===== src/rtl/alu_pkg.sv =====
// Shared opcode constants and FSM state type for the ALU control / execute path.
// Used by multicycle_alu and by the upstream ALU control stage.
package alu_pkg;

    localparam logic [3:0] OP_AND     = 4'b0000;
    localparam logic [3:0] OP_OR      = 4'b0001;
    localparam logic [3:0] OP_NOR     = 4'b0010;
    localparam logic [3:0] OP_ADD     = 4'b0011;
    localparam logic [3:0] OP_SUB     = 4'b0100;
    localparam logic [3:0] OP_LUI     = 4'b0101;
    localparam logic [3:0] OP_SLL     = 4'b0110;
    localparam logic [3:0] OP_SRL     = 4'b0111;
    localparam logic [3:0] OP_ILLEGAL = 4'b1001;

    typedef enum logic {
        ST_IDLE  = 1'b0,
        ST_SHIFT = 1'b1
    } alu_state_t;

    function automatic logic is_shift_op(input logic [3:0] op);
        return (op == OP_SLL) || (op == OP_SRL);
    endfunction

endpackage


===== src/rtl/alu_serial_shifter.sv =====
// One-bit-per-cycle shifter with a down-counting step count.
// last flags the step whose shifted value is the final result.
module alu_serial_shifter #(
    parameter int DATA_WIDTH = 32
) (
    input  logic                  clk,
    input  logic                  reset,
    input  logic                  load,
    input  logic                  dir_right,
    input  logic [4:0]            count_in,
    input  logic [DATA_WIDTH-1:0] data_in,
    input  logic                  step,
    output logic [DATA_WIDTH-1:0] shifted,
    output logic                  last
);

    logic [DATA_WIDTH-1:0] sreg;
    logic [4:0]            count;
    logic                  dir;

    assign shifted = dir ? (sreg >> 1) : (sreg << 1);
    assign last    = (count == 5'd1);

    always_ff @(posedge clk) begin
        if (!reset) begin
            sreg  <= '0;
            count <= '0;
            dir   <= 1'b0;
        end else if (load) begin
            sreg  <= data_in;
            count <= count_in;
            dir   <= dir_right;
        end else if (step && (count != 5'd0)) begin
            sreg  <= shifted;
            count <= count - 5'd1;
        end
    end

endmodule


===== src/rtl/multicycle_alu.sv =====
// Execute-stage ALU: single-cycle logic/arith/LUI, serial SLL/SRL.
// Optional Overflow output enabled by defining ALU_OVERFLOW_EN.
//
// state    | meaning
// ST_IDLE  | waiting for start; single-cycle ops complete from here
// ST_SHIFT | serial shift in progress, busy high
module multicycle_alu
    import alu_pkg::*;
#(
    parameter int DATA_WIDTH = 32
) (
    input  logic                  clk,
    input  logic                  reset,
    input  logic                  start,
    input  logic [3:0]            ALUOperation,
    input  logic [DATA_WIDTH-1:0] A,
    input  logic [DATA_WIDTH-1:0] B,
    input  logic [4:0]            shamt,
    output logic                  busy,
    output logic                  done,
    output logic [DATA_WIDTH-1:0] ALUResult,
    output logic                  Zero,
    output logic                  Illegal
`ifdef ALU_OVERFLOW_EN
    ,
    output logic                  Overflow
`endif
);

    localparam int MSB = DATA_WIDTH - 1;

    alu_state_t            state_q, state_d;
    logic [DATA_WIDTH-1:0] sum, diff, op_result, res_d, shifted;
    logic                  op_illegal, ill_d, upd;
    logic                  shf_load, shf_step, last;

    assign sum  = A + B;
    assign diff = A - B;
    assign busy = (state_q == ST_SHIFT);

    always_comb begin
        op_result  = '0;
        op_illegal = 1'b0;
        case (ALUOperation)
            OP_AND: op_result = A & B;
            OP_OR:  op_result = A | B;
            OP_NOR: op_result = ~(A | B);
            OP_ADD: op_result = sum;
            OP_SUB: op_result = diff;
            OP_LUI: op_result = {B[15:0], {(DATA_WIDTH-16){1'b0}}};
            // shamt 0/1 finish here; longer shifts go through the serial shifter
            OP_SLL: op_result = (shamt == 5'd0) ? B : (B << 1);
            OP_SRL: op_result = (shamt == 5'd0) ? B : (B >> 1);
            default: begin
                op_result  = '0;
                op_illegal = 1'b1;
            end
        endcase
    end

    always_comb begin
        state_d  = state_q;
        shf_load = 1'b0;
        shf_step = 1'b0;
        upd      = 1'b0;
        res_d    = op_result;
        ill_d    = op_illegal;
        case (state_q)
            ST_IDLE: begin
                if (start) begin
                    if (is_shift_op(ALUOperation) && (shamt > 5'd1)) begin
                        shf_load = 1'b1;
                        state_d  = ST_SHIFT;
                    end else begin
                        upd = 1'b1;
                    end
                end
            end
            ST_SHIFT: begin
                shf_step = 1'b1;
                if (last) begin
                    upd     = 1'b1;
                    res_d   = shifted;
                    ill_d   = 1'b0;
                    state_d = ST_IDLE;
                end
            end
            default: state_d = ST_IDLE;
        endcase
    end

    // The first bit is shifted at load so an n-bit shift completes in n cycles.
    alu_serial_shifter #(
        .DATA_WIDTH(DATA_WIDTH)
    ) u_shifter (
        .clk      (clk),
        .reset    (reset),
        .load     (shf_load),
        .dir_right(ALUOperation == OP_SRL),
        .count_in (shamt - 5'd1),
        .data_in  ((ALUOperation == OP_SRL) ? (B >> 1) : (B << 1)),
        .step     (shf_step),
        .shifted  (shifted),
        .last     (last)
    );

    always_ff @(posedge clk) begin
        if (!reset) begin
            state_q   <= ST_IDLE;
            done      <= 1'b0;
            ALUResult <= '0;
            Zero      <= 1'b1;
            Illegal   <= 1'b0;
        end else begin
            state_q <= state_d;
            done    <= upd;
            if (upd) begin
                ALUResult <= res_d;
                Zero      <= (res_d == '0);
                Illegal   <= ill_d;
            end
        end
    end

`ifdef ALU_OVERFLOW_EN
    logic op_ovf;

    always_comb begin
        op_ovf = 1'b0;
        if (ALUOperation == OP_ADD)
            op_ovf = (A[MSB] == B[MSB]) && (sum[MSB] != A[MSB]);
        else if (ALUOperation == OP_SUB)
            op_ovf = (A[MSB] != B[MSB]) && (diff[MSB] != A[MSB]);
    end

    always_ff @(posedge clk) begin
        if (!reset)
            Overflow <= 1'b0;
        else if (upd)
            Overflow <= (state_q == ST_IDLE) ? op_ovf : 1'b0;
    end
`endif

endmodule

===== config.mk =====
export PLATFORM = sky130hd
export DESIGN_NAME = multicycle_alu
export DESIGN_NICKNAME = d
export VERILOG_FILES = /design/src/rtl/alu_pkg.sv /design/src/rtl/alu_serial_shifter.sv /design/src/rtl/multicycle_alu.sv
export SDC_FILE = /design/constraint.sdc
export NUM_CORES = 1
export LEC_CHECK = 0
export ABC_AREA = 1
export CAP_MARGIN = 15
export CORE_UTILIZATION = 55
export CTS_CLUSTER_SIZE = 10
export DETAILED_ROUTE_END_ITERATION = 8
export PLACE_DENSITY = 0.79
export SYNTH_ARGS = -nofsm -noshare
export SYNTH_HDL_FRONTEND = slang
export SYNTH_SLANG_ARGS = --single-unit

===== constraint.sdc =====
create_clock -name clk -period 4.4 [get_ports clk]
set_input_delay 0.88 -clock clk [delete_from_list [all_inputs] [get_ports clk]]
set_output_delay 0.88 -clock clk [all_outputs]
set_load 0.02 [all_outputs]

==> flow_metrics.tcl, run 1 <==
set metrics [dict create \
    gp_congestion 1.039 \
    fin_crit_ns 4.249 \
    ys_top_cells_by_area "nand2_1, dfxtp_1, inv_1" \
    wl_per_cell_um 17.24 \
    max_freq_ghz 0.2354 \
    pwr-share-seq 0.249 \
    core-area_mm2 0.01670 \
    final_common_cell "nand2_1" \
    synth_nets 1863 \
    grt_max_degree 42 \
    ys_types 46 \
    cts_sinks 74 \
    relSlewSlack 0.3488 \
    setup_viol 0 \
    avgViaCountPerCell 5.779 \
    post-route-util 0.7717 \
    ctsLongestPathBuffers 2 \
    p_int_mw 1.855 \
    die_w_um 133.2 \
    die-area_mm2 0.01774 \
    antenna_found_initial 0 \
    tritoncts.num_buffers 9 \
    drtIter0Drc 1595 \
    cts_tree "built" \
    rows 47 \
    pwr-share-clk 0.315 \
    max_cap_viol_count 0 \
    cp-end-kind "flip-flop" \
    synth_top_cell_by_area "nand2_1" \
    root_buffer "clkbuf_16" \
    grt_pass1_wl_um 59130 \
    pre_cts_slack_ns -0.6559 \
    port_buffers 111 \
    met2WireLength_um 16660 \
    tightestPinTransition_ns 0.9744 \
    timing.rr.start "u_shifter.count[0]$_SDFFE_PN0P_" \
    ant_nets 0 \
    avgSynthCellArea_um2 5.417 \
    startpoint "B[12]" \
    ys_warn_count 0 \
    status "completed" \
    crit_required_ns 4.68 \
    cp_data_arrival_time_ns 4.53 \
    ioPinCount 112 \
    dieHeight_um 133.2 \
    switchingPower_mw 1.063 \
    diodes 0 \
    finClkSkew_ns 0.008396 \
    hold_viol 0 \
    netlist_instances 1747 \
    hold_buffers 0 \
    ir_drop_mv 0.3248 \
    synth_top_area_share 0.2348 \
    leakagePower_nw 6.774 \
    hp-start "Illegal$_SDFFE_PN0P_" \
    dr_total_vias 12860 \
    met3WireLength_um 4623 \
    synthesis.area_mm2 0.009464 \
    drive_above_1_share 0.1755 \
    powerDensity_mw_per_mm2 226.4 \
    setup_ws_ns 0.1511 \
    finalCritPeriodShare 0.9657 \
    wirelength_um 38380 \
    start_kind "primary input" \
    syn2layout_area_growth_pct 36.18 \
    clk_latency_ns 0.34 \
    swShare 0.3643 \
    hp-class "reg -> reg" \
    most-common-layout-cells "nand2_1, inv_1, buf_4" \
    yosysSeqAreaShare 0.1565 \
    track_usage 0.4183 \
    dpl.hpwl_um 28740 \
    grt_pass1_vias 11590 \
    cts_max_level 3 \
    combPwrFrac 0.436 \
    initial_core_util 0.5667 \
    nets 2117 \
    gr-total-overflow 0 \
    worstSetupPathType "in -> reg" \
    drc 0 \
    ys_seq_elements 74 \
    wl_met1_um 15290 \
    maxSlewViolCount 0 \
    totalPowerFinal_mw 2.918 \
    crit_fanout 4 \
    clk_pin_slew_ns 0.06 \
    highest-signal-layer "met4" \
    drtPass1Iterations 6 \
]
==> through the flow <==
step / instances / setup TNS [ns] / instance area, um2 / hold WS [ns]
after floorplan: 1747 / 0 / 9464 / 0.4570
after global placement: 2183 / -3.676 / 11860 / 0.4581
after detailed placement: 2183 / -5.823 / 11860 / 0.4743
after CTS: 2211 / 0 / 12430 / 0.4894
after global routing: 2226 / -0.06211 / 12890 / 0.5245
final: 2226 / 0 / 12890 / 0.4780
==> cell type report <==
| class | instances | area [um2] |
|---|---|---|
| Multi-Input combinational cell | 1326 | 7034 |
| Fill cell | 1403 | 3812 |
| Timing Repair Buffer | 322 | 2715 |
| Sequential cell | 74 | 1481 |
| Inverter | 268 | 1006 |
| Tap cell | 220 | 275.3 |
| Clock buffer | 10 | 239.0 |
| Clock inverter | 6 | 137.6 |
==> cell usage after synthesis (all sizes together) <==
library cell and n:
nand2 597, inv 267, nor2 181, nand3 139, o21ai 96, dfxtp 74
a21oi 60, clkbuf 41, ha 39, buf 38, xor2 32, nand4 25
o211ai 25, o2111ai 24, a22oi 18, nor3 17, o21bai 16, o22ai 11
mux2i 10, o221ai 8, a31oi 7, nand3b 7, a211oi 3, nor4 3
and2 2, o31ai 2, a21o 1, a221oi 1, clkinv 1, fa 1
xnor2 1
==> metal layers <==
layer | vias to the layer above | global-route usage
met3 | 133 | 0.06431
met2 | 828 | 0.6571
met1 | 5779 | 0.5631
met4 | 0 | 0.1926
met5 | - | 0
li1 | 6123 | -
==> what timing repair did <==
action,in CTS,in global routing
pin swaps,19,32
hold endpoints to repair,0,0
setup buffers,12,15
resized for setup,37,96
endpoints found under the setup margin,9,21
==> worst paths after layout <==
check	endpoint	slack (ns)	cells past startpoint
worst max-delay path	Zero$_SDFFE_PN1P_	0.15	26
worst min register to register	Illegal$_SDFFE_PN0P_	0.48	2
worst max register to register	u_shifter.sreg[13]$_SDFFE_PN0P_	1.31	11
worst min-delay path	Illegal$_SDFFE_PN0P_	0.48	2
==> flip-flops by register name, indices dropped and copies added, names as in the netlist <==
| name | count |
|---|---|
| ALUResult | 32 |
| Illegal | 1 |
| Zero | 1 |
| busy | 1 |
| done | 1 |
| u_shifter.count | 5 |
| u_shifter.dir | 1 |
| u_shifter.sreg | 32 |
==> kinds of logic (layout without fill, tap and decap cells) <==
group                    Yosys count  count (layout)  synth area share
buffers and inverters            347             606            0.1454
AO/OA/AOI/OAI                    272             272            0.1797
adder cells (fa/ha/maj)           40              40           0.05368
XOR/XNOR                          33              33           0.03054
AND/OR/NAND/NOR                  971             971            0.4236
flip-flops                        74              74            0.1565
multiplexers                      10              10           0.01058
==> critical path, cell delays in order <==
cell and delay (ns):
clkdlybuf4s50_1 0.56, nor2_1 0.26, nand3_1 0.19, nor2_4 0.14, nand2_4 0.09, o31ai_4 0.23
xor2_1 0.10, ha_1 0.39, nand2_1 0.09, inv_1 0.07, nand2_1 0.06, buf_4 0.15
nor3_4 0.23, and2_4 0.19, nand2_4 0.06, nand2_1 0.06, nand2_1 0.06, nand3_2 0.09
nand2_1 0.07, nand2_1 0.07, nand2_2 0.09, nor2_2 0.10, nand3_1 0.08, nor2_1 0.09
nand3_1 0.07, nand2_1 0.07
==> power by group through the flow <==
stage / Clock, mW / Sequential [mW] / Combinational, mW
CTS: 0.920 / 0.726 / 1.16
detailed placement: 0 / 0.739 / 1.13
global route: 0.950 / 0.730 / 1.37
global placement: 0 / 0.738 / 1.11
finish: 0.918 / 0.727 / 1.27
floorplan: 0 / 0.763 / 0.598
(Power assumes the default switching activity.)
==> inputs of run 2 (changes only) <==
--- a/config.mk
+++ b/config.mk
@@ -10,7 +10,8 @@
 export CORE_UTILIZATION = 55
 export CTS_CLUSTER_SIZE = 10
 export DETAILED_ROUTE_END_ITERATION = 8
-export PLACE_DENSITY = 0.79
+export PLACE_DENSITY_LB_ADDON = 0.2
 export SYNTH_ARGS = -nofsm -noshare
 export SYNTH_HDL_FRONTEND = slang
 export SYNTH_SLANG_ARGS = --single-unit
+export TNS_END_PERCENT = 5
==> flow_metrics.tcl, run 2 (same netlist as run 1, synthesis figures left out) <==
set metrics [dict create \
    wirelength_um 36890 \
    multi_input_area_mm2 0.006944 \
    finClkSkew_ns 0.005042 \
    grt_max_degree 44 \
    cts_sinks 74 \
    min_to "Illegal$_SDFFE_PN0P_" \
    reg2reg_depth 20 \
    clk_pin_slew_ns 0.06 \
    crit_fanout 6 \
    grt_pass1_wl_um 56420 \
    holdWs_ns 0.4619 \
    diodes 0 \
    drtPass1Iterations 7 \
    dpl.hpwl_um 28680 \
    root_buffer "clkbuf_16" \
    drtIter0Drc 1332 \
    cts_tree "built" \
    port_buffers 111 \
    worstSetupPathType "in -> reg" \
    antenna_found_initial 0 \
    switchingPower_mw 1.013 \
    dr_total_vias 12750 \
    post-route-util 0.7529 \
    relSlewSlack 0.3271 \
    fin_crit_ns 4.221 \
    combPwrFrac 0.470 \
    design_area_mm2 0.01257 \
    gr-total-overflow 0 \
    rrSetupSlack_ns 1.75 \
    tns_ns 0 \
    fillers 1410 \
    p_int_mw 1.604 \
    ant_nets 0 \
    dieHeight_um 133.2 \
    rows 47 \
    pre_cts_slack_ns -0.5882 \
    hp-start "Illegal$_SDFFE_PN0P_" \
    swShare 0.3871 \
    status "completed" \
    max_freq_ghz 0.2369 \
    cp-end-kind "flip-flop" \
    min_delay_path_depth 2 \
    grt_pass1_vias 11140 \
    drc 0 \
    seqCellArea_mm2 0.001481 \
    cp_data_arrival_time_ns 4.50 \
    avgViaCountPerCell 5.768 \
    crit_required_ns 4.68 \
    dpl_cell_area_mm2 0.01181 \
    tightestPinTransition_ns 1.007 \
    finalCritPeriodShare 0.9592 \
    drive_above_1_share 0.1562 \
    pwr-share-clk 0.253 \
    timing.rr.start "u_shifter.count[1]$_SDFFE_PN0P_" \
    ctsLongestPathBuffers 2 \
    core-area_mm2 0.01670 \
    powerDensity_mw_per_mm2 208.2 \
    max_cap_viol_count 0 \
    start_kind "primary input" \
    maxSlewViolCount 0 \
    setup_ws_ns 0.1795 \
    initial_core_util 0.5667 \
    totalPowerFinal_mw 2.618 \
    die_w_um 133.2 \
    track_usage 0.4006 \
    cts_max_level 3 \
    syn2layout_area_growth_pct 32.87 \
    hp-class "reg -> reg" \
    nets 2102 \
    die-area_mm2 0.01774 \
    pwr-share-seq 0.277 \
    most-common-layout-cells "nand2_1, inv_1, buf_4" \
    dp.cells 2176 \
    r2r_end "Zero$_SDFFE_PN1P_" \
    final_common_cell "nand2_1" \
    stdcell_count 2211 \
    setup_viol 0 \
    ioPinCount 112 \
    ir_drop_mv 0.2842 \
    wl_per_cell_um 16.69 \
    hold_viol 0 \
    leakagePower_nw 6.615 \
    clk_latency_ns 0.33 \
    reg_top3 "ALUResult: 32 flops, u_shifter.sreg: 32 flops, u_shifter.count: 5 flops" \
    tritoncts.num_buffers 9 \
    gp_congestion 1.037 \
]
[run 2: cell count changes in the layout (fill, tap and decap cells not counted), moves of 4 or more]
cell       before  now
bufinv_16       4    0
nor2_1        150  159
nand2_4         5    1
buf_4         208  194
nor2_2         24   18
nand2_1       572  579
[run 2: routing by layer]
metal	track usage	vias up	wire, um
li1	-	6082	-
met1	0.5480	5736	15050
met2	0.6254	800	15790
met3	0.05898	135	4345
met4	0.1736	0	1697
met5	0	-	0
[run 2: power by group through the flow]
stage | Combinational (mW) | Sequential, mW | Clock [mW]
3_3_place_gp | 1.10 | 0.738 | 0
2_1_floorplan | 0.598 | 0.763 | 0
4_1_cts | 1.15 | 0.725 | 0.663
3_5_place_dp | 1.12 | 0.739 | 0
6_report | 1.23 | 0.726 | 0.662
5_1_grt | 1.33 | 0.729 | 0.687
[run 2: critical path, cell delays in order]
cell and delay, ns:
clkdlybuf4s50_1 0.58, nor3_2 0.31, nand3_2 0.14, nor2_4 0.15, inv_1 0.06, o21ai_0 0.18, xor2_1 0.18, ha_1 0.30
nand2_1 0.18, inv_1 0.08, nand2_1 0.07, nand2_1 0.10, a21oi_2 0.23, nor2_1 0.06, nor2_1 0.14, nand3_1 0.09
nand3_1 0.15, nand2_1 0.08, nand2_1 0.06, nand2_1 0.09, nor2_1 0.09, nand2_1 0.06, nor2_1 0.10, nand3_1 0.09
nand2_1 0.06
[run 2: worst max path at each step]
stage | start | end | cells past startpoint
6_report | B[7] | Zero$_SDFFE_PN1P_ | 25
5_1_grt | B[1] | Zero$_SDFFE_PN1P_ | 29
4_1_cts | B[0] | Zero$_SDFFE_PN1P_ | 30
3_5_place_dp | B[0] | Zero$_SDFFE_PN1P_ | 32
3_3_place_gp | B[0] | Zero$_SDFFE_PN1P_ | 32
2_1_floorplan | B[1] | Zero$_SDFFE_PN1P_ | 28
[run 2: final cells by class]
cell class	instances	share of cell area
clock buffers	13	0.01990
clock inverters	3	0.001194
well taps	220	0.02189
inverters	268	0.08000
multi-input cells	1326	0.5522
flip-flops and latches	74	0.1178
repair buffers	307	0.2070
[run 2: what timing repair did]
action                     4_1_cts  5_1_grt
cloned                           0        0
setup buffers                    8       11
hold buffers                     0        0
gates resized for setup         40       51
pin swaps                       19       24
setup endpoints to repair        8       23
